[src/rtl/router_mon_pkg.sv]
// Shared types and destination-field layout for the router terminal monitor.
// The destination field sits in the low bits of every packet.
package router_mon_pkg;

   typedef enum logic [1:0] {
      ST_IDLE  = 2'd0,
      ST_WAIT  = 2'd1,
      ST_STALL = 2'd2
   } term_state_e;

   localparam int DST_W   = 6;
   localparam int DST_LSB = 0;
   localparam int DST_MSB = DST_LSB + DST_W - 1;

   localparam logic [DST_W-1:0] BCAST_ID = {DST_W{1'b1}};

endpackage

[src/rtl/router_term_fsm.sv]
// Per-terminal packet tracker: wait counter, sticky error flags, worst-case latency.
module router_term_fsm
   import router_mon_pkg::*;
#(
   parameter int TERM_ID  = 0,
   parameter int PCK_SZ   = 40,
   parameter int TIMEOUT  = 128,
   parameter int CNT_W    = 8,
   parameter bit BCAST_EN = 1'b0
) (
   input  logic              clk,
   input  logic              reset,
   input  logic              mon_en,
   input  logic              clr,
   input  logic [PCK_SZ-1:0] pkt,
   input  logic              pndng,
   input  logic              pop,
   output logic              err_timeout,
   output logic              err_dst,
   output logic              err_spur,
   output logic [CNT_W-1:0]  max_wait,
   output logic              err_evt
);

   localparam logic [CNT_W-1:0] CNT_ZERO = {CNT_W{1'b0}};
   localparam logic [CNT_W-1:0] CNT_ONE  = CNT_W'(1'b1);
   localparam logic [CNT_W-1:0] CNT_MAX  = {CNT_W{1'b1}};
   localparam logic [CNT_W-1:0] TMO_C    = CNT_W'(TIMEOUT);
   localparam logic [DST_W-1:0] ID_C     = DST_W'(TERM_ID);

   term_state_e      state_r, state_s;
   logic [CNT_W-1:0] cnt_r, cnt_s;
   logic [CNT_W-1:0] lat_s, mw_base_s, mw_next_s;
   logic [DST_W-1:0] dst_s;
   logic             dst_ok_s, lat_vld_s;
   logic             tmo_evt_s, dst_evt_s, spur_evt_s;

   function automatic logic [CNT_W-1:0] sat_inc(input logic [CNT_W-1:0] v);
      if (v == CNT_MAX) begin
         return CNT_MAX;
      end else begin
         return v + CNT_ONE;
      end
   endfunction

   assign dst_s    = pkt[DST_MSB:DST_LSB];
   assign dst_ok_s = (dst_s == ID_C) || (BCAST_EN && (dst_s == BCAST_ID));
   assign err_evt  = mon_en & (tmo_evt_s | dst_evt_s | spur_evt_s);

   // Next state, wait counter and this cycle's error events.
   always_comb begin
      state_s    = state_r;
      cnt_s      = cnt_r;
      lat_s      = cnt_r;
      lat_vld_s  = 1'b0;
      tmo_evt_s  = 1'b0;
      dst_evt_s  = 1'b0;
      spur_evt_s = pop & ~pndng;
      case (state_r)
         ST_IDLE: begin
            if (pndng) begin
               dst_evt_s = ~dst_ok_s;
               if (pop) begin
                  lat_vld_s = 1'b1;
                  lat_s     = CNT_ZERO;
               end else begin
                  state_s = ST_WAIT;
                  cnt_s   = CNT_ONE;
               end
            end else begin
               cnt_s = CNT_ZERO;
            end
         end
         ST_WAIT, ST_STALL: begin
            // A pop with nothing pending is only flagged; the tracked packet is kept.
            if (!pndng) begin
               if (!pop) begin
                  state_s = ST_IDLE;
                  cnt_s   = CNT_ZERO;
               end else begin
                  state_s = state_r;
               end
            end else if (pop) begin
               lat_vld_s = 1'b1;
               state_s   = ST_IDLE;
               cnt_s     = CNT_ZERO;
            end else if ((state_r == ST_WAIT) && (cnt_r == TMO_C)) begin
               state_s   = ST_STALL;
               tmo_evt_s = 1'b1;
               cnt_s     = sat_inc(cnt_r);
            end else begin
               cnt_s = sat_inc(cnt_r);
            end
         end
         default: begin
            state_s = ST_IDLE;
            cnt_s   = CNT_ZERO;
         end
      endcase
   end

   // Worst-case latency, rebased on zero when cleared in the same cycle.
   always_comb begin
      if (clr) begin
         mw_base_s = CNT_ZERO;
      end else begin
         mw_base_s = max_wait;
      end
      if (lat_vld_s && (lat_s > mw_base_s)) begin
         mw_next_s = lat_s;
      end else begin
         mw_next_s = mw_base_s;
      end
   end

   // State, counter and sticky output registers.
   always_ff @(posedge clk) begin
      if (reset) begin
         state_r     <= ST_IDLE;
         cnt_r       <= CNT_ZERO;
         err_timeout <= 1'b0;
         err_dst     <= 1'b0;
         err_spur    <= 1'b0;
         max_wait    <= CNT_ZERO;
      end else if (mon_en) begin
         state_r     <= state_s;
         cnt_r       <= cnt_s;
         err_timeout <= (err_timeout & ~clr) | tmo_evt_s;
         err_dst     <= (err_dst & ~clr) | dst_evt_s;
         err_spur    <= (err_spur & ~clr) | spur_evt_s;
         max_wait    <= mw_next_s;
      end
   end

endmodule

[src/rtl/router_term_monitor.sv]
// Mesh edge-terminal monitor: one tracker per terminal plus a global saturating error count.
module router_term_monitor
   import router_mon_pkg::*;
#(
   parameter int ROWS     = 4,
   parameter int COLUMS   = 4,
   parameter int PCK_SZ   = 40,
   parameter int TIMEOUT  = 128,
   parameter int CNT_W    = 8,
   parameter int BCAST_EN = 0,
   localparam int N_TERMS = 2 * ROWS + 2 * COLUMS
) (
   input  logic               clk,
   input  logic               reset,
   input  logic [PCK_SZ-1:0]  data_out [N_TERMS],
   input  logic [N_TERMS-1:0] pndng,
   input  logic [N_TERMS-1:0] pop,
   input  logic               mon_en,
   input  logic               clr,
   output logic [N_TERMS-1:0] err_timeout,
   output logic [N_TERMS-1:0] err_dst,
   output logic [N_TERMS-1:0] err_spur,
   output logic [CNT_W-1:0]   max_wait [N_TERMS],
   output logic [CNT_W-1:0]   err_total
);

   localparam int SUM_W = CNT_W + $clog2(N_TERMS + 1);
   localparam logic [CNT_W-1:0] CNT_MAX = {CNT_W{1'b1}};

   logic [N_TERMS-1:0] err_evt_s;
   logic [SUM_W-1:0]   evt_cnt_s, sum_s;
   logic [CNT_W-1:0]   total_next_s;

   for (genvar g = 0; g < N_TERMS; g++) begin : g_term
      router_term_fsm #(
         .TERM_ID  (g),
         .PCK_SZ   (PCK_SZ),
         .TIMEOUT  (TIMEOUT),
         .CNT_W    (CNT_W),
         .BCAST_EN (BCAST_EN != 0)
      ) u_term (
         .clk         (clk),
         .reset       (reset),
         .mon_en      (mon_en),
         .clr         (clr),
         .pkt         (data_out[g]),
         .pndng       (pndng[g]),
         .pop         (pop[g]),
         .err_timeout (err_timeout[g]),
         .err_dst     (err_dst[g]),
         .err_spur    (err_spur[g]),
         .max_wait    (max_wait[g]),
         .err_evt     (err_evt_s[g])
      );
   end

   // Popcount of this cycle's events added to the (possibly cleared) total, saturating.
   always_comb begin
      evt_cnt_s = {SUM_W{1'b0}};
      for (int i = 0; i < N_TERMS; i++) begin
         evt_cnt_s = evt_cnt_s + SUM_W'(err_evt_s[i]);
      end
      if (clr) begin
         sum_s = evt_cnt_s;
      end else begin
         sum_s = SUM_W'(err_total) + evt_cnt_s;
      end
      if (sum_s > SUM_W'(CNT_MAX)) begin
         total_next_s = CNT_MAX;
      end else begin
         total_next_s = sum_s[CNT_W-1:0];
      end
   end

   // Global error total register.
   always_ff @(posedge clk) begin
      if (reset) begin
         err_total <= {CNT_W{1'b0}};
      end else if (mon_en) begin
         err_total <= total_next_s;
      end
   end

endmodule

[config.mk]
export PLATFORM = sky130hd
export DESIGN_NAME = router_term_monitor
export DESIGN_NICKNAME = d
export VERILOG_FILES = /design/src/rtl/router_mon_pkg.sv /design/src/rtl/router_term_fsm.sv /design/src/rtl/router_term_monitor.sv
export SDC_FILE = /design/constraint.sdc
export NUM_CORES = 1
export LEC_CHECK = 0
export CELL_PAD_IN_SITES_DETAIL_PLACEMENT = 1
export CELL_PAD_IN_SITES_GLOBAL_PLACEMENT = 2
export CORE_AREA = 5 5 332 334
export CTS_CLUSTER_SIZE = 20
export DETAILED_ROUTE_END_ITERATION = 16
export DIE_AREA = 0 0 337 339
export GPL_TIMING_DRIVEN = 0
export PLACE_DENSITY = 0.77
export SYNTH_ARGS = -nofsm -noshare
export SYNTH_HDL_FRONTEND = slang
export SYNTH_HIERARCHICAL = 1
export SYNTH_SLANG_ARGS = --single-unit
[constraint.sdc]
create_clock -name clk -period 5.03 [get_ports clk]
set_input_delay 0.503 -clock clk [delete_from_list [all_inputs] [get_ports clk]]
set_output_delay 0.503 -clock clk [all_outputs]
set_load 0.05 [all_outputs]
# After elaboration in Yosys (flattened, before gate mapping)
# Cells that the tools add are included.
[totals]
inputBits = 676
output_inout_bits = 184
wordCells = 1061
regBits = 344
[op_classes]
addsub = 32
n_reduce_logical = 113
order_cmp = 17
n_mux = 450
eq_ne = 159
bitwise_logic = 193
[op_table]
columns = ["cell", "n"]
rows = [
  ["$mux W8", 177],
  ["$eq A8 B8 Y1 const B", 32],
  ["$pmux W8 S2", 16],
  ["$mux W2", 96],
  ["$mux W1", 144],
  ["$add A8 B1 Y8 const B", 16],
  ["$gt A8 B8 Y1", 16],
  ["$ne A3 B3 Y1 const B", 32],
  ["$and A1 B1 Y1", 80],
  ["$or A1 B1 Y1", 80],
  ["$reduce_and A5 Y1", 16],
  ["$ne A2 B2 Y1 const B", 32],
  ["$ne A4 B3 Y1 const B", 16],
  ["$pmux W2 S2", 16],
  ["$eq A6 B4 Y1 const B", 8],
  ["$reduce_and A3 Y1", 16],
  ["$reduce_or A3 Y1", 16],
  ["$add A13 B1 Y13", 3],
  ["$not A1 Y1", 33],
  ["$eq A2 B1 Y1 const B", 16],
  ["$eq A2 B2 Y1 const B", 16],
  ["$logic_and A1 B1 Y1", 32],
  ["$logic_not A2 Y1", 16],
  ["$reduce_or A2 Y1", 16],
  ["19 further kinds", 23],
]

# Longest topological paths before layout
[depth]
depth_word = 28
mapped_depth = 23
ltp_nobuf = 23

# Modules after synthesis
# Netlist, hierarchy kept.
[by_module_without_submodules]
columns = ["mod", "cells_each", "n_inst", "area_per_inst_um2", "seq_area_each_um2"]
rows = [
  ["router_term_fsm (g_term[13].u_term ...)", 159, 3, 1343.8, 420.4],
  ["router_term_fsm (g_term[5].u_term ...)", 163, 2, 1385.1, 420.4],
  ["router_term_fsm (g_term[15].u_term)", 160, 1, 1400.1, 420.4],
  ["router_term_fsm (g_term[9].u_term)", 164, 1, 1400.1, 420.4],
  ["router_term_fsm (g_term[8].u_term)", 164, 1, 1398.8, 420.4],
  ["router_term_fsm (g_term[12].u_term)", 161, 1, 1390.1, 420.4],
  ["router_term_fsm (g_term[4].u_term)", 163, 1, 1383.8, 420.4],
  ["router_term_fsm (g_term[2].u_term)", 163, 1, 1382.6, 420.4],
  ["router_term_fsm (g_term[7].u_term)", 162, 1, 1381.3, 420.4],
  ["router_term_fsm (g_term[3].u_term)", 162, 1, 1378.8, 420.4],
  ["router_term_fsm (g_term[10].u_term)", 159, 1, 1346.3, 420.4],
  ["router_term_fsm (g_term[0].u_term)", 159, 1, 1342.5, 420.4],
  ["router_term_fsm (g_term[11].u_term)", 158, 1, 1342.5, 420.4],
  ["router_term_monitor", 131, 1, 1053.5, 160.2],
]

# Worst setup path before layout
# OpenSTA, ideal clock, no wires.
[synth_path]
kind = "register to register"
from = "register g_term[11].u_term.cnt_r[2]"
to = "register err_total[4]"
path_stages_with_launch = 19
synth_period_minus_slack_ns = 5.431
arrival_time_ns = 5.340
n_path_buf = 0
setup_time_ns = 0.091
required_time_ns = 4.939
path_slack_ns = -0.401
cell_sequence = "dfxtp_1 or4_4 nor3_1 o21ai_0 nand2b_1 inv_1 fa_1 fa_1 fa_1 fa_1 inv_1 ha_1 fa_1 inv_1 fa_1 nand3b_2 nand3_1 or3b_1 a311oi_1"
[synth_via]
elab_chain_len = 18
[synth_rtl]
columns = ["item", "line", "source"]
rows = [
  ["from (decl)", "router_term_fsm.sv:32", "logic [CNT_W-1:0] cnt_r, cnt_s;"],
  ["from (signal assigned)", "router_term_fsm.sv:127", "cnt_r <= cnt_s;"],
  ["$eq A8 B8 Y1 *", "router_term_fsm.sv:87", "end else if ((state_r == ST_WAIT) && (cnt_r == TMO_C)) begin"],
  ["$logic_and A1 B1 Y1 *", "router_term_fsm.sv:87", ""],
  ["$mux W1 *", "router_term_fsm.sv:87", ""],
  ["$mux W1 *", "router_term_fsm.sv:83", "end else if (pop) begin"],
  ["$mux W1 *", "router_term_fsm.sv:76", "if (!pndng) begin"],
  ["$mux W1 *", "router_term_fsm.sv:59", "case (state_r)"],
  ["$or A1 B1 Y1 * (2 in series)", "router_term_fsm.sv:48", "assign err_evt = mon_en & (tmo_evt_s | dst_evt_s | spur_evt_s);"],
  ["$and A1 B1 Y1 *", "router_term_fsm.sv:48", ""],
  ["net err_evt_s[11]", "router_term_monitor.sv:30", "logic [N_TERMS-1:0] err_evt_s;"],
  ["$add A11 B1 Y12 *", "router_term_monitor.sv:61", "evt_cnt_s = evt_cnt_s + SUM_W'(err_evt_s[i]);"],
  ["$add A12 B1 Y13 *", "router_term_monitor.sv:61", ""],
  ["$add A13 B1 Y13 * (3 in series)", "router_term_monitor.sv:61", ""],
  ["$add A8 B13 Y13", "router_term_monitor.sv:66", "sum_s = SUM_W'(err_total) + evt_cnt_s;"],
  ["$mux W13 *", "router_term_monitor.sv:63", "if (clr) begin"],
  ["$gt A13 B8 Y1", "router_term_monitor.sv:68", "if (sum_s > SUM_W'(CNT_MAX)) begin"],
  ["$mux W8 *", "router_term_monitor.sv:68", ""],
  ["to (signal assigned)", "router_term_monitor.sv:78", "err_total <= {CNT_W{1'b0}};"],
  ["to (signal assigned)", "router_term_monitor.sv:80", "err_total <= total_next_s;"],
  ["to (decl)", "router_term_monitor.sv:24", "output logic [CNT_W-1:0] err_total"],
]
# The timed path passes the listed nets; every way through them passes the cells marked *.
# A chain may end at the register's enable or synchronous reset.

# Final worst setup path
[layout_path]
from = "register g_term[1].u_term.cnt_r[2]"
to = "register err_total[4]"
[layout_via]
elab_chain_len = 28
[layout_rtl]
columns = ["item", "line"]
rows = [
  ["from (decl)", "router_term_fsm.sv:32"],
  ["from (signal assigned)", "router_term_fsm.sv:127"],
  ["$eq A8 B8 Y1 *", "router_term_fsm.sv:87"],
  ["$logic_and A1 B1 Y1 *", "router_term_fsm.sv:87"],
  ["$mux W1 *", "router_term_fsm.sv:87"],
  ["$mux W1 *", "router_term_fsm.sv:83"],
  ["$mux W1 *", "router_term_fsm.sv:76"],
  ["$mux W1 *", "router_term_fsm.sv:59"],
  ["$or A1 B1 Y1 * (2 in series)", "router_term_fsm.sv:48"],
  ["$and A1 B1 Y1 *", "router_term_fsm.sv:48"],
  ["net err_evt_s[1]", "router_term_monitor.sv:30"],
  ["[... 9 more ...]", "-"],
  ["$add A10 B1 Y11 *", "router_term_monitor.sv:61"],
  ["$add A11 B1 Y12 *", "router_term_monitor.sv:61"],
  ["$add A12 B1 Y13 *", "router_term_monitor.sv:61"],
  ["$add A13 B1 Y13 * (3 in series)", "router_term_monitor.sv:61"],
  ["$add A8 B13 Y13", "router_term_monitor.sv:66"],
  ["$mux W13 *", "router_term_monitor.sv:63"],
  ["$gt A13 B8 Y1", "router_term_monitor.sv:68"],
  ["$mux W8 *", "router_term_monitor.sv:68"],
]
# Marks and branches as above.

==> flow_summary.json <==
{
  "status": "finished with violations",
  "violations": "setup timing",
  "clkTransAtPathRegs_ps": 60,
  "power_switching_uw": 2490,
  "place_area_um2": 28000,
  "clock-root-buffer": "clkbuf_16",
  "fp.dieH_um": 339,
  "synth_compound_area_share_pct": 24.1,
  "avgSynthCellArea_um2": 8.49,
  "drt-total-wl_mm": 82.4,
  "min_path_cells": 3,
  "timing.final.max_slew_violations": 0,
  "crit-reg2reg-capture": "err_total[4]$_SDFFE_PP0P_",
  "cp-end-kind": "register",
  "rr_worst_depth": 18,
  "yosys.area_share.simple_pct": 26.4,
  "antenna_found_initial": 11,
  "final_nets": 4010,
  "yosys.area_share.xor_xnor_pct": 0.0762,
  "maxCapViolCount": 0,
  "fin_setup_tns_ps": -3790,
  "critPathLaunchType": "register",
  "synth_edf_count": 0,
  "hold_class": "in2reg",
  "r2r_start": "g_term[1].u_term/cnt_r[2]$_SDFFE_PP0P_",
  "io_buffers": 312,
  "power_frac_seq_pct": 35.5,
  "viasPerCell": 4.83,
  "synthCells": 2709,
  "antenna_left": 0,
  "yosysWarnings": 6,
  "rsz0062_at_grt": "yes",
  "crit_arrival_ps": 6130,
  "cts_hold_buf": 0,
  "synth_nets": 3639,
  "fmax_mhz": 178,
  "grt_pass1_vias": 22100,
  "netlist_area_um2": 23000,
  "pwr-share-clk_pct": 42.7,
  "rows": 120,
  "final_area_um2": 29900,
  "yosys-mux-area-fraction_pct": 0.827,
  "skew_ps": 27.7,
  "finalCritPeriodShare_pct": 112,
  "fp.dieW_um": 337,
  "max_slew_margin_pct": 39.0,
  "power_frac_comb_pct": 21.9,
  "synth_top_area_cell": "dfxtp_1",
  "p_int_uw": 5560,
  "power_leakage_uw": 0.0114,
  "cp_data_required_time_ps": 5550,
  "yosys.area.top_type_share_pct": 29.9,
  "final_layout_size_suffix_gt1_share_pct": 11.0,
  "synth_top_cells_by_count": "344 x dfxtp_1, 243 x ha_1, 239 x a21oi_1",
  "synth_top_family_by_area": "simple AND/OR/NAND/NOR gates",
  "cts_tree": "yes",
  "drt_iter0_markers": 821,
  "synth_cell_types": 76,
  "core_area_um2": 107000,
  "holdPathEnd": "g_term[12].u_term/err_dst$_SDFFE_PP0P_",
  "place_congestion": 0.801,
  "cts_max_level": 2,
  "io_pins": 860,
  "ys_seq_area_share_pct": 29.9,
  "synthAdderAreaFrac_pct": 14.2,
  "grt_max_degree": 46,
  "worstSetupPathType": "reg2reg",
  "ys_ff_latch": 344,
  "fin_ws_ps": -584,
  "dieArea_um2": 114000,
  "finalHoldViolCount": 0,
  "p_per_area_nw_per_um2": 269,
  "overflow": 0,
  "dr.pass1.iters": 4,
  "start_util_pct": 21.6,
  "area_growth_syn_to_layout_pct": 30.1,
  "drc": 0,
  "synth_ff_type": "dfxtp_1",
  "vias": 21900,
  "rrSetupSlack_ps": -580,
  "irDropWorstVdd_uv": 223,
  "hp-start": "pndng[12]",
  "nFillCells": 12700,
  "clk_latency_ps": 620,
  "async_flop_share_pct": 0,
  "wl_per_cell_um": 18.2,
  "cts_buffer_depth": 3,
  "path_max_fanout": 8,
  "p_sw_share_pct": 30.9,
  "synth_area_leaders": "dfxtp_1 30%, ha_1 13%, a21oi_1 5.2%",
  "min_period_ps": 5610,
  "hpwl_mm": 62.8,
  "grt.total_usage_pct": 13.9,
  "cts_buffers": 47,
  "yosysMostFrequentCell": "dfxtp_1",
  "grt_pass1_wl_mm": 128,
  "tightestPinTransition_ps": 913,
  "finalSetupViolCount": 8,
  "cts_num_sinks": 344
}
-- logic make-up after synthesis --
kind of cell	count (synthesis)
buffers and inverters	226
adder cells (fa/ha/maj)	254
AND/OR/NAND/NOR	1080
multiplexers	19
flip-flops	344
AO/OA/AOI/OAI	784
XOR/XNOR	2
-- cells in the final DEF (no fill, tap or decap), drive strengths merged, types with 11 or more instances in the layout --
master	count
a211oi	68
a21o	17
a21oi	240
a22o	128
a22oi	40
a31o	40
a31oi	31
a41oi	31
and2	112
and3	50
and3b	16
buf	61
clkbuf	122
clkdlybuf4s50	306
dfxtp	344
fa	11
ha	243
inv	129
mux2i	19
nand2	152
nand2b	155
nand3	109
nand3b	26
nand4	85
nor2	165
nor2b	47
nor3	110
nor4	13
o211ai	26
o21a	23
o21ai	84
o2bb2ai	16
-- power by group through the flow --
| stage | Sequential [µW] | Combinational [µW] | Clock (µW) |
|---|---|---|---|
| after floorplan | 2980 | 946 | 0 |
| after global placement | 2910 | 1540 | 0 |
| after detailed placement | 2910 | 1560 | 0 |
| after CTS | 2850 | 1710 | 3570 |
| after global routing | 2860 | 1970 | 3680 |
| final | 2860 | 1760 | 3430 |
-- worst max path at each step --
stage                                             from                        end  slack, ps
2_1_floorplan  g_term[13].u_term/cnt_r[2]$_SDFFE_PP0P_  err_total[4]$_SDFFE_PP0P_       -100
3_3_place_gp                                    mon_en  err_total[3]$_SDFFE_PP0P_      -4250
3_5_place_dp                                  pndng[3]  err_total[2]$_SDFFE_PP0P_      -1670
4_1_cts        g_term[11].u_term/cnt_r[3]$_SDFFE_PP0P_  err_total[4]$_SDFFE_PP0P_       -670
5_1_grt        g_term[15].u_term/cnt_r[2]$_SDFFE_PP0P_  err_total[4]$_SDFFE_PP0P_       -780
6_report        g_term[1].u_term/cnt_r[2]$_SDFFE_PP0P_  err_total[4]$_SDFFE_PP0P_       -580
-- flip-flops by register name, summed over array words and instances, names as in the netlist --
register / count
g_term.u_term/cnt_r: 128
g_term.u_term/max_wait: 128
g_term.u_term/state_r: 32
g_term.u_term/err_dst: 16
g_term.u_term/err_spur: 16
g_term.u_term/err_timeout: 16
err_total: 8
-- stage by stage --
stage	power, µW	worst slack (ps)	instances	hold WS, ps	util, %
2_1_floorplan	3930	-104	2709	477	-
3_3_place_gp	4450	-4250	4424	454	26.2
3_5_place_dp	4470	-1670	4426	452	26.3
4_1_cts	8130	-675	4520	176	27.9
5_1_grt	8520	-778	4520	235	28.1
6_report	8050	-584	4522	237	28.1
-- layer usage --
metal / up-vias / global-route usage, % / routed length (µm)
met2: 365 / 22.5 / 36900
met3: 92 / 4.13 / 5230
met4: 10 / 3.95 / 2290
li1: 10800 / - / -
met1: 10600 / 17.9 / 37900
met5: - / 0 / 83
-- layout make-up --
class                           instances  area, µm²  area share (%)
Sequential cell                       344       6910            23.1
Buffer                                 98        543            1.81
Multi-Input combinational cell       2139      15400            51.6
Clock buffer                           71       1410            4.70
Inverter                              125        469            1.57
Antenna cell                            2       5.00          0.0167
Clock inverter                         15        166           0.556
Timing Repair Buffer                  325       3240            10.8
Tap cell                             1403       1760            5.87
-- timing repair --
action	in CTS	in global routing
pin swaps	27	21
setup endpoints to repair	8	8
resized for setup	44	29
setup buffers	10	2
-- worst max-delay path, stage by stage, from the launching register on --
cell and delay [ps]:
dfxtp_2 360, or4_4 570, nor3_4 210, o21ai_1 80, nand2b_1 180, inv_1 90
fa_1 530, fa_1 440, fa_1 520, fa_1 540, inv_2 50, ha_4 160
fa_2 550, inv_2 50, fa_2 350, nand3b_4 200, nand3_2 80, or3b_1 360
a311oi_1 240
No activity file was read; power rests on OpenSTA's default activity.
